File: src/rtl/poci_master_if.sv
// rtl/poci_master_if.sv - POCI bus signal bundle with initiator and follower views
interface if_poci;
   logic        psel;
   logic        penable;
   logic        pwrite;
   logic [31:0] paddr;
   logic [31:0] pwdata;
   logic [31:0] prdata;
   logic        pready;
   logic        pslverr;

   modport initiator (
      output psel, penable, pwrite, paddr, pwdata,
      input  prdata, pready, pslverr
   );

   modport follower (
      input  psel, penable, pwrite, paddr, pwdata,
      output prdata, pready, pslverr
   );
endinterface

File: src/rtl/poci_master.sv
// rtl/poci_master.sv - single-outstanding POCI initiator with wait states and access timeout
module poci_master #(
   parameter int TIMEOUT = 255,
   parameter int CNT_W   = 8
) (
   input  logic        pclk,
   input  logic        presetn,
   if_poci.initiator   bus,
   input  logic        req_valid,
   output logic        req_ready,
   input  logic        req_write,
   input  logic [31:0] req_addr,
   input  logic [31:0] req_wdata,
   output logic        rsp_valid,
   output logic [31:0] rsp_rdata,
   output logic        rsp_err,
   output logic        rsp_timeout
);

   typedef enum logic [1:0] {
      IDLE   = 2'd0,
      SETUP  = 2'd1,
      ACCESS = 2'd2
   } state_t;

   // Last ACCESS cycle index before abort; only meaningful when TIMEOUT != 0.
   localparam logic [CNT_W-1:0] CNT_LAST = CNT_W'(TIMEOUT - 1);

   state_t           state;
   logic [CNT_W-1:0] cnt;

   assign req_ready = (state == IDLE);

   always_ff @(posedge pclk or negedge presetn) begin
      if (!presetn) begin
         state       <= IDLE;
         cnt         <= '0;
         bus.psel    <= 1'b0;
         bus.penable <= 1'b0;
         bus.pwrite  <= 1'b0;
         bus.paddr   <= '0;
         bus.pwdata  <= '0;
         rsp_valid   <= 1'b0;
         rsp_rdata   <= '0;
         rsp_err     <= 1'b0;
         rsp_timeout <= 1'b0;
      end else begin
         rsp_valid <= 1'b0;
         case (state)
            IDLE: begin
               if (req_valid) begin
                  bus.pwrite <= req_write;
                  bus.paddr  <= req_addr;
                  bus.pwdata <= req_wdata;
                  bus.psel   <= 1'b1;
                  state      <= SETUP;
               end
            end
            SETUP: begin
               bus.penable <= 1'b1;
               cnt         <= '0;
               state       <= ACCESS;
            end
            ACCESS: begin
               // pready wins over the timeout in the last allowed cycle.
               if (bus.pready) begin
                  bus.psel    <= 1'b0;
                  bus.penable <= 1'b0;
                  rsp_valid   <= 1'b1;
                  rsp_rdata   <= bus.pwrite ? '0 : bus.prdata;
                  rsp_err     <= bus.pslverr;
                  rsp_timeout <= 1'b0;
                  state       <= IDLE;
               end else if ((TIMEOUT != 0) && (cnt == CNT_LAST)) begin
                  bus.psel    <= 1'b0;
                  bus.penable <= 1'b0;
                  rsp_valid   <= 1'b1;
                  rsp_rdata   <= '0;
                  rsp_err     <= 1'b1;
                  rsp_timeout <= 1'b1;
                  state       <= IDLE;
               end else begin
                  cnt <= cnt + 1'b1;
               end
            end
            default: begin
               bus.psel    <= 1'b0;
               bus.penable <= 1'b0;
               state       <= IDLE;
            end
         endcase
      end
   end

endmodule

File: src/flat_wrapper.sv
// flat-port wrapper written by rule: the top's interface ports become plain ports
module poci_master_flat 
#(
   parameter int TIMEOUT = 255,
   parameter int CNT_W   = 8
)
  (pclk, presetn, req_valid, req_ready, req_write, req_addr, req_wdata, rsp_valid, rsp_rdata, rsp_err, rsp_timeout, bus_psel, bus_penable, bus_pwrite, bus_paddr, bus_pwdata, bus_prdata, bus_pready, bus_pslverr);
  if_poci bus_i ();
  input  logic pclk;
  input  logic presetn;
  input  logic req_valid;
  output logic req_ready;
  input  logic req_write;
  input  logic [31:0] req_addr;
  input  logic [31:0] req_wdata;
  output logic rsp_valid;
  output logic [31:0] rsp_rdata;
  output logic rsp_err;
  output logic rsp_timeout;
  output wire logic [$bits(bus_i.psel)-1:0] bus_psel;
  output wire logic [$bits(bus_i.penable)-1:0] bus_penable;
  output wire logic [$bits(bus_i.pwrite)-1:0] bus_pwrite;
  output wire logic [$bits(bus_i.paddr)-1:0] bus_paddr;
  output wire logic [$bits(bus_i.pwdata)-1:0] bus_pwdata;
  input wire logic [$bits(bus_i.prdata)-1:0] bus_prdata;
  input wire logic [$bits(bus_i.pready)-1:0] bus_pready;
  input wire logic [$bits(bus_i.pslverr)-1:0] bus_pslverr;
  assign bus_psel = bus_i.psel;
  assign bus_penable = bus_i.penable;
  assign bus_pwrite = bus_i.pwrite;
  assign bus_paddr = bus_i.paddr;
  assign bus_pwdata = bus_i.pwdata;
  assign bus_i.prdata = bus_prdata;
  assign bus_i.pready = bus_pready;
  assign bus_i.pslverr = bus_pslverr;
  poci_master #(.TIMEOUT(TIMEOUT), .CNT_W(CNT_W)) u_core (.pclk(pclk), .presetn(presetn), .bus(bus_i), .req_valid(req_valid), .req_ready(req_ready), .req_write(req_write), .req_addr(req_addr), .req_wdata(req_wdata), .rsp_valid(rsp_valid), .rsp_rdata(rsp_rdata), .rsp_err(rsp_err), .rsp_timeout(rsp_timeout));
endmodule
File: config.mk
export PLATFORM = sky130hd
export DESIGN_NAME = poci_master_flat
export DESIGN_NICKNAME = d
export VERILOG_FILES = /design/src/rtl/poci_master_if.sv /design/src/rtl/poci_master.sv /design/src/flat_wrapper.sv
export SDC_FILE = /design/constraint.sdc
export NUM_CORES = 1
export LEC_CHECK = 0
export CORE_ASPECT_RATIO = 1.2
export CORE_MARGIN = 2
export CORE_UTILIZATION = 38
export CTS_CLUSTER_SIZE = 30
export DETAILED_ROUTE_END_ITERATION = 10
export PLACE_DENSITY_LB_ADDON = 0.12
export SLEW_MARGIN = 20
export SYNTH_ARGS = -nofsm -noshare
export SYNTH_HDL_FRONTEND = slang
export SYNTH_SLANG_ARGS = --single-unit
File: constraint.sdc
create_clock -name pclk -period 1.9 [get_ports pclk]
set_clock_uncertainty 0.15 [all_clocks]
set_input_delay 0.19 -clock pclk [delete_from_list [all_inputs] [get_ports pclk]]
set_output_delay 0.19 -clock pclk [all_outputs]
set_load 0.01 [all_outputs]
# == Word level (Yosys, flattened, before mapping) ==
# Cells that the tools add are included.
# totals
register_bits,112
inputBits,102
out_inout_bits,103
# op_classes
addsub,1
n_eq_ne,7
muxes,21
bitwise,2
n_reduce_logical,9
# op_table
operator,n
2-to-1 mux 32 bit,3
2-to-1 mux 8 bit,2
one-hot mux 8 bit (2 select lines),1
2-to-1 mux 1 bit,9
"adder 8 x 1 -> 8 bit, second input constant",1
"equality test 8 bit, second input constant",1
AND reduction 2 bit,4
2-to-1 mux 2 bit,3
"!= test 2 bit, second input constant",3
one-hot mux 1 bit (3 select lines),2
one-hot mux 2 bit (3 select lines),1
AND reduction 3 bit,2
nonzero test 2 bit,2
"!= test 3 x 2 -> 1 bit, second input constant",1
"equality test 2 x 1 -> 1 bit, second input constant",1
"equality test 2 bit, second input constant",1
logical NOT 2 bit,1
NOT 1 bit,2

# == Depth between registers and ports, before layout ==
# depth
word_depth,4
ltp_mapped,7
depth_no_buf,7

# == Least setup slack after synthesis ==
# No wires, ideal clock.
# synth_path
path_type,register to register
startpoint,register u_core.cnt[0]
endpoint,register u_core.cnt[2]
arrival_ns,1.516
setup_slack_ns,0.110
stages_incl_launch_ff,7
cell_sequence,dfrtp_1 inv_1 ha_1 and4_4 a211oi_4 nor2_2 a211o_1
# synth_between
elab_chain_len,4
# synth_rtl
element,line,source
from (decl),poci_master.sv:30,logic [CNT_W-1:0] cnt;
from (signal assigned),poci_master.sv:83,cnt <= cnt + 1'b1;
adder 8 x 1 -> 8 bit,poci_master.sv:83,
2-to-1 mux 8 bit,poci_master.sv:74,end else if ((TIMEOUT != 0) && (cnt == CNT_LAST)) begin
2-to-1 mux 8 bit,poci_master.sv:66,if (bus.pready) begin
one-hot mux 8 bit (2 select lines),poci_master.sv:49,case (state)
# Parallel ways exist; a longest one is shown, timed or not. The select of a mux whose other input is x is not followed.
# A chain may end at the register's enable or synchronous reset.

# == Worst setup path in the final report ==
# layout_path
startpoint,register u_core.cnt[0]
endpoint,register u_core.cnt[4]
# The elaborated chain is that of the path after synthesis.

==> flow_summary.json <==
{
  "io_pins": 205,
  "yosysTopAreaCellShare_pct": 61.5,
  "port_buffers": 204,
  "post-route-min-period_ns": 1.79,
  "cp_num_buf_inv": 2,
  "synth_cells": 353,
  "start_util_pct": 39.2,
  "design.core.area_sq_um": 11600,
  "p_int_mw": 7.88,
  "cp_top_family": "compound AO/OA/AOI/OAI gates",
  "crit_chain": "inv_1 -> ha_1 -> and4_4 -> a211oi_4 -> buf_4 -> a41oi_1 -> a31oi_1",
  "tns_ns": 0,
  "grt_max_degree": 44,
  "finalCritPeriodShare_pct": 94.0,
  "grt_overflow_total": 0,
  "post_cts_buffers": 0,
  "via_per_inst": 5.05,
  "ys_types": 33,
  "critical_path_arrival_ns": 1.91,
  "regToRegSetupSlack_ns": 0.11,
  "max_freq_mhz": 560,
  "htree_levels": 3,
  "cap_violations": 0,
  "ys_warn_count": 0,
  "power_mw": 11.2,
  "ys_ff_latch": 112,
  "crit_path_end_kind": "register",
  "max_slew_margin_pct": 69.9,
  "grt_usage_pct": 19.4,
  "reg2regPathDepth": 7,
  "clock_latency_ns": 0.35,
  "final_util_pct": 63.0,
  "reg2reg_to": "u_core.cnt[4]",
  "synth_area_leaders": "dfrtp_1 61%, mux2_2 16%, nand4b_1 6.1%",
  "fillers": 943,
  "drc": 0,
  "pwr-share-seq_pct": 35.3,
  "gp_congestion": 0.735,
  "combPwrFrac_pct": 44.4,
  "numCtsBuffers": 9,
  "crit_path_start_kind": "register",
  "leakage_nw": 3.12,
  "placed_cell_area_sq_um": 6930,
  "ys.flop_type": "dfrtp_1",
  "routed_wl_um": 12200,
  "irDropWorstVdd_mv": 0.740,
  "layout.nets": 666,
  "r2r_start": "u_core.cnt[0]",
  "netSwitchingFraction_pct": 29.9,
  "grt_pass1_wl_um": 19500,
  "hp-class": "in -> async",
  "rsz0062_at_grt": "no",
  "ys_seq_area_share_pct": 61.5,
  "worst-path-max-fanout": 5,
  "hold_viol": 0,
  "synth_nets": 457,
  "fp.dieW_um": 104,
  "p_clk_share_pct": 20.3,
  "synthesis.area_sq_um": 4560,
  "setup_viol": 0,
  "avgSynthCellArea_sq_um": 12.9,
  "post-dp-hpwl_um": 8790,
  "switchingPower_mw": 3.37,
  "yosys.area.top_type": "dfrtp_1",
  "tightest_slew_ns": 0.451,
  "synthArstFlopShare_pct": 100,
  "clk_path_buf_depth": 2,
  "fin_ws_ns": 0.113,
  "ant_nets": 0,
  "clock-root-buffer": "clkbuf_16",
  "slew_viol_final": 0,
  "grt_pass1_vias": 3715,
  "dieHeight_um": 124,
  "critPathKind": "reg -> reg",
  "p_per_area_nw_per_um2": 1540,
  "wire_per_inst_um": 16.8,
  "num_vias": 3650,
  "dieArea_sq_um": 12900,
  "clk_pin_slew_worst_paths_ns": 0.07,
  "place_ws_ns": 0.0263,
  "antenna_found_initial": 0,
  "drtPass1Iterations": 4,
  "fin_area_sq_um": 7320,
  "crit_slowest_cell": "dfrtp_1",
  "drive_gt1_share_pct": 18.9,
  "critPathMaxStageDelay_ns": 0.35,
  "cts_sinks": 112,
  "syn2layout_area_growth_pct": 60.4,
  "synth_edf_count": 0,
  "diodes": 0,
  "drt-initial-drc-count": 116,
  "run_status": "finished clean",
  "cp_data_required_time_ns": 2.02,
  "rows": 43,
  "cts_tree": "yes"
}
cells in the mapped netlist (2+ instances only):
cell type  instances
mux2_2            65
a21oi_1            3
buf_2              8
mux2i_1            2
ha_1               2
dfrtp_1          112
o21ai_0           36
nand2b_1           2
nand3_1            5
a21o_1             2
inv_1              3
a211o_1            2
nor3b_1            2
nand4b_1          32
clkbuf_1          16
nand2_1           41
nor2_1             4
kinds of logic (layout without fill, tap and decap cells):
logic type	after synthesis	count (layout)	share of synthesized area (%)
multiplexers	67	67	16.5
AND/OR/NAND/NOR	94	94	12.3
XOR/XNOR	1	1	0.192
AO/OA/AOI/OAI	49	49	6.31
flip-flops	112	112	61.5
buffers and inverters	28	241	2.69
adder cells (fa/ha/maj)	2	2	0.549
flip-flops by register name (all words and copies together) (netlist names):
register            flops
u_core.bus.pwdata      32
u_core.bus.penable      1
u_core.bus.psel         1
u_core.rsp_err          1
u_core.rsp_rdata       32
u_core.rsp_valid        1
u_core.bus.paddr       32
u_core.bus.pwrite       1
u_core.state            2
u_core.cnt              8
u_core.rsp_timeout      1
routing by layer:
metal	up-vias	global-route usage [%]	wire length, um
li1	1682	-	-
met1	1795	23.3	4700
met2	163	31.0	5930
met3	10	8.63	1380
met4	0	7.09	169
met5	-	0	0
stage by stage:
step / hold WS, ns / instances
4_1_cts: 0.199 / 723
2_1_floorplan: -0.256 / 353
3_3_place_gp: 0.0233 / 707
6_report: 0.189 / 723
3_5_place_dp: 0.0243 / 707
5_1_grt: 0.226 / 723
power groups by stage:
stage	clock network, mW	logic (mW)	registers [mW]
after floorplan	0	1.64	4.45
after global placement	0	4.99	3.97
after detailed placement	0	5.04	4.00
after CTS	2.34	5.06	3.98
after global routing	2.44	5.38	4.12
final	2.28	4.99	3.97
worst max path at each step:
stage                          startpoint               endpoint  cells after the start
after floorplan             u_core.cnt[0]          u_core.cnt[2]                      6
after global placement          req_valid   u_core.bus.paddr[10]                      5
after detailed placement        req_valid  u_core.bus.pwdata[22]                      5
after CTS                 u_core.state[0]              req_ready                      2
after global routing        u_core.cnt[0]          u_core.cnt[4]                      7
final                       u_core.cnt[0]          u_core.cnt[4]                      7
final cells by class:
class | count | area (sq um) | share of cell area, %
flip-flops and latches | 112 | 2810 | 38.3
repair buffers | 223 | 2290 | 31.3
multi-input cells | 213 | 1650 | 22.5
clock buffers | 10 | 239 | 3.27
well taps | 157 | 196 | 2.69
clock inverters | 5 | 129 | 1.76
inverters | 3 | 11.3 | 0.154
what timing repair did:
action | in CTS | in global routing
hold endpoints to repair | 31 | 0
setup endpoints to repair | 0 | 4
hold buffers | 1 | 0
gates resized for setup | 0 | 3
layout by cell type, fill, tap and decap left out, drive strengths merged, types with 3 or more instances in the layout:
| cell | n |
|---|---|
| mux2 | 65 |
| nand4b | 32 |
| nor2 | 5 |
| o21ai | 36 |
| buf | 19 |
| dfrtp | 112 |
| inv | 3 |
| a21oi | 3 |
| clkdlybuf4s50 | 202 |
| nand3 | 5 |
| clkbuf | 10 |
| nor3b | 3 |
| nand2 | 41 |
| bufinv | 4 |
Power figures use the tool's default switching activity.
